===== config.mk =====
export PLATFORM = sky130hd
export DESIGN_NAME = gf180mcu_osu_sc_12t_lshifdn_hsrx
export DESIGN_NICKNAME = d
export VERILOG_FILES = /design/src/rtl/gf180mcu_osu_sc_12t_lshifdn_hsrx.sv
export SDC_FILE = /design/constraint.sdc
export NUM_CORES = 1
export LEC_CHECK = 0
export ABC_AREA = 1
export BUFFER_PORTS_ARGS = -buffer_cell sky130_fd_sc_hd__buf_4
export CORE_MARGIN = 2
export CORE_UTILIZATION = 35
export DETAILED_ROUTE_END_ITERATION = 8
export GPL_TIMING_DRIVEN = 0
export PLACE_DENSITY = 0.67
export SKIP_CTS_REPAIR_TIMING = 1
export SYNTH_ARGS = -nofsm -noshare
export SYNTH_HDL_FRONTEND = slang
export SYNTH_SLANG_ARGS = --single-unit

===== constraint.sdc =====
create_clock -name CLK -period 4.51 [get_ports CLK]
set_clock_uncertainty 0.05 [all_clocks]
set_input_delay 0 -clock CLK [delete_from_list [all_inputs] [get_ports CLK]]
set_output_delay 0 -clock CLK [all_outputs]
set_load 0.03 [all_outputs]

===== src/rtl/gf180mcu_osu_sc_12t_lshifdn_hsrx.sv =====
// 4-phase REQ/ACK receiver from a level-shifted-down domain: REQ synchronized and glitch-filtered, D captured on accepted rise.
// Latency SYNC_STAGES+FILT from REQ to VALID, 1 cycle READY->ACK; holds VALID/Q until READY, never drops data.
module gf180mcu_osu_sc_12t_lshifdn_hsrx #(
   parameter int WIDTH       = 8,
   parameter int SYNC_STAGES = 2,
   parameter int FILT        = 2
) (
   input  logic             CLK,
   input  logic             RN,
   input  logic             REQ,
   input  logic [WIDTH-1:0] D,
   output logic             ACK,
   output logic             VALID,
   input  logic             READY,
   output logic [WIDTH-1:0] Q,
   output logic             ABORT
);

   typedef enum logic [1:0] {IDLE, HOLD, ACKH} state_t;

   localparam logic [3:0] FILT_L = 4'(FILT);

   logic [SYNC_STAGES-1:0] sync_q;
   logic                   req_s;
   logic                   reqf_q, reqf_d;
   logic [2:0]             cnt_q, cnt_d;
   logic [3:0]             cnt_inc;
   logic                   reqf_rise;

   state_t                 state_q, state_d;
   logic                   valid_q, valid_d;
   logic                   ack_q, ack_d;
   logic                   abort_q, abort_d;
   logic [WIDTH-1:0]       q_q, q_d;

   assign req_s = sync_q[SYNC_STAGES-1];

   // A level change is accepted on the edge that sees its FILT-th consecutive sample,
   // so the FSM reacts to reqf_d rather than waiting a further cycle for reqf_q.
   always_comb begin
      cnt_inc = {1'b0, cnt_q} + 4'd1;
      reqf_d  = reqf_q;
      cnt_d   = 3'd0;
      if (req_s != reqf_q) begin
         if (cnt_inc >= FILT_L) begin
            reqf_d = req_s;
         end else begin
            cnt_d = cnt_q + 3'd1;
         end
      end
   end

   assign reqf_rise = reqf_d & ~reqf_q;

   always_comb begin
      state_d = state_q;
      valid_d = valid_q;
      ack_d   = ack_q;
      abort_d = 1'b0;
      q_d     = q_q;
      case (state_q)
         IDLE: begin
            if (reqf_rise) begin
               q_d     = D;
               valid_d = 1'b1;
               state_d = HOLD;
            end
         end
         HOLD: begin
            // Handshake takes priority over a simultaneous request withdrawal.
            if (valid_q && READY) begin
               valid_d = 1'b0;
               ack_d   = 1'b1;
               state_d = ACKH;
            end else if (!reqf_d) begin
               valid_d = 1'b0;
               abort_d = 1'b1;
               state_d = IDLE;
            end
         end
         ACKH: begin
            if (!reqf_d) begin
               ack_d   = 1'b0;
               state_d = IDLE;
            end
         end
         default: begin
            valid_d = 1'b0;
            ack_d   = 1'b0;
            state_d = IDLE;
         end
      endcase
   end

   always_ff @(posedge CLK or negedge RN) begin
      if (!RN) begin
         sync_q  <= '0;
         reqf_q  <= 1'b0;
         cnt_q   <= 3'd0;
         state_q <= IDLE;
         valid_q <= 1'b0;
         ack_q   <= 1'b0;
         abort_q <= 1'b0;
         q_q     <= '0;
      end else begin
         sync_q  <= {sync_q[SYNC_STAGES-2:0], REQ};
         reqf_q  <= reqf_d;
         cnt_q   <= cnt_d;
         state_q <= state_d;
         valid_q <= valid_d;
         ack_q   <= ack_d;
         abort_q <= abort_d;
         q_q     <= q_d;
      end
   end

   assign VALID = valid_q;
   assign ACK   = ack_q;
   assign ABORT = abort_q;
   assign Q     = q_q;

endmodule


==> summary.md <==
| Metric | Value |
|---|---|
| Crit-path slowest cell | dfrtp_1 |
| Post-Synthesis Cells | 86 |
| Power Total | 0.629 mW |
| Clk Tree Root Cell | clkbuf_4 |
| Post-route minimum period | 1.55 ns |
| Most used cell, CP | nand2_1 |
| Max cap viols | 0 |
| Buffers added on ports | 22 |
| FF+latch count, synth | 19 |
| Post-DP HPWL | 1040 um |
| Internal | 0.367 mW |
| Gr usage total | 12.4% |
| GPL Wtd Cong | 0.791 |
| Slew Limit Fails | 0 |
| Cell taking the most area after synthesis | dfrtp_1 |
| Final global-route overflow total | 0 |
| Starting Density | 36.7% |
| CTS sink cnt | 19 |
| Vias in the first global route | 601 |
| Hold Violations, Final | 0 |
| RSZ-0062 raised after global routing | no |
| Most common cell after layout, fill and taps aside | nand2_1 |
| Worst-path clk slew | 0.10 ns |
| Combinational share of power | 45.5% |
| Height of the die | 52.2 um |
| CTS H-Tree Depth | 1 |
| Largest net degree at the start of global routing | 20 |
| Leak | 0.615 nW |
| Sequential power share | 41.4% |
| Maximum operating frequency | 0.647 GHz |
| Clock power frac | 13.1% |
| Syn Area/Cell | 9.44 um^2 |
| PwrDens | 546 mW/mm^2 |
| I/O pins | 23 |
| Routed WL | 1490 um |
| Sequential share of the synthesized area | 58.6% |
| Outcome | finished, final reports clean |
| YS warnings | 0 |
| Hold Crit Class | in2async |
| Area of the multi-input gates | 300 um^2 |
| Synth Cell Area | 812 um^2 |
| Finish-stage setup viols | 0 |
| TritonRoute pass-1 iters | 4 |
| Peak VDD IR | 0.000298 V |
| Total die area | 0.00272 mm^2 |
| Synth top area share | 58.6% |
| CTS Buf Count | 3 |
| Number of remaining DRC errors | 0 |
| Synth area leaders | dfrtp_1 (59%), nand2_1 (16%), inv_1 (4.2%) |
| CP Cell Sequence | ha_1 -> nand2_1 -> nor2_2 -> nand2_2 -> nand3_4 -> nor2_8 -> inv_4 -> nand2_1 -> nand2_1 |
| Core Area | 0.00221 mm^2 |
| Worst-case clock buffer depth | 2 |
| Critical path arrival | 1.69 ns |
| Initial antenna violation count | 0 |
| CTS tree | built |
| Worst Path Max Fanout | 10 |
| Setup tns final | 0 ns |
| DRT iter0 DRCs | 7 |
| FF-to-FF path depth | 9 |
| ANT cells | 0 |
| Net switching power | 0.262 mW |
| Delay of the slowest critical-path stage | 0.43 ns |
| Layout Nets | 139 |
| Fill cells | 209 |
| Nature of the critical path startpoint | flip-flop |
| Share of cells above drive strength 1 | 27.4% |
| Distinct cells, synth | 18 |
| Row cnt | 17 |
| Worst setup path category | reg2reg |
| Wire per inst | 9.81 um |
| Leading cell types in the layout, fill and taps excluded | nand2_1 (35), buf_4 (22), dfrtp_1 (19), dlygate4sd3_1 (11), inv_1 (9) |
| CP endpoint kind | flip-flop |
| Via count | 637 |
| Clock latency on the worst-skew pair | 0.29 ns |
| Switching Share | 41.7% |
| Via-to-Cell Ratio | 4.19 |
| Area Overhead vs Synth | 41.9% |
| Die extent in x | 52.2 um |
| Critical Path RT | 4.65 ns |
| Number of antenna-violating nets in the routed design | 0 |
| Reg area | 475 um^2 |
| Final period util | 34.3% |
| First-pass GRT wire length | 2500 um |
sequential cells by signal, indices dropped and copies added (netlist names):
name     flops
ABORT        1
ACK          1
Q            8
VALID        1
cnt_q        3
reqf_q       1
state_q      2
sync_q       2
layout make-up:
| type | instances | share of cell area [%] |
|---|---|---|
| well taps | 28 | 3.04 |
| multi-input cells | 58 | 26.1 |
| flip-flops and latches | 19 | 41.3 |
| clock buffers | 4 | 2.28 |
| repair buffers | 33 | 23.9 |
| inverters | 10 | 3.47 |
metrics by stage:
stage                     instances  hold WS [ns]  cell area [um^2]  utilization [%]  setup WS (ns)
after global routing            152        0.0688              1150             52.1           2.81
after global placement          137        -0.165              1020             45.9           2.97
final                           152        0.0599              1150             52.1           2.96
after floorplan                  87        -0.346               816                -           3.07
after detailed placement        137        -0.162              1020             45.9           2.94
after CTS                       141        -0.490              1040             47.1           2.94
final timing paths:
path | slack (ns) | startpoint | end
worst max register to register | 2.96 | cnt_q[0] | Q[6]
worst min register to register | 0.31 | sync_q[0] | sync_q[1]
max in group asynchronous | 4.15 | RN | reqf_q
worst min-delay path | 0.06 | RN | Q[1]
worst max-delay path | 2.96 | cnt_q[0] | Q[6]
min in group CLK | 0.31 | sync_q[0] | sync_q[1]
synth_stat cells:
cell type,instances
nor2_8,1
nor2_1,3
inv_4,1
conb_1,1
ha_1,2
nand2_2,2
and2_4,1
xnor2_1,1
nand2_1,35
nand3_1,3
o21ai_0,1
a21oi_2,1
inv_1,9
nor3_1,2
dfrtp_1,19
nor2_2,2
a31oi_1,1
nand3_4,1
worst max-delay path: cells and delay by family (launching register included):
family / cells / cell delay [ns]
adders and majority gates: 1 / 0.30
and+or+nand+nor: 7 / 0.60
DFF: 1 / 0.43
buffers and inverters: 1 / 0.08
layer usage:
| metal | global-route usage (%) | wire length, um | part of all wire [%] | up-vias |
|---|---|---|---|---|
| met5 | 0 | 0 | 0 | - |
| met4 | 6.41 | 23 | 1.5 | 0 |
| met3 | 2.87 | 85 | 5.7 | 3 |
| met2 | 20.3 | 762 | 51 | 23 |
| met1 | 15.0 | 619 | 42 | 276 |
| li1 | - | - | - | 335 |
cells by family after synthesis:
group / count (synthesis) / share of synthesized area [%]
AOI/OAI and AO/OA: 3 / 2.47
xor gates and xnor gates: 1 / 1.08
adders and majority gates: 2 / 3.08
buffers and inverters: 10 / 4.93
DFF: 19 / 58.6
other: 1 / 0.462
and+or+nand+nor: 50 / 29.4
power groups by stage:
stage	registers [mW]	logic, mW	clock network (mW)
detailed placement	0.262	0.282	0
global route	0.268	0.313	0.0975
finish	0.260	0.286	0.0827
floorplan	0.346	0.0941	0
global placement	0.260	0.278	0
CTS	0.260	0.281	0.0862
No activity file was read; power rests on OpenSTA's default activity.
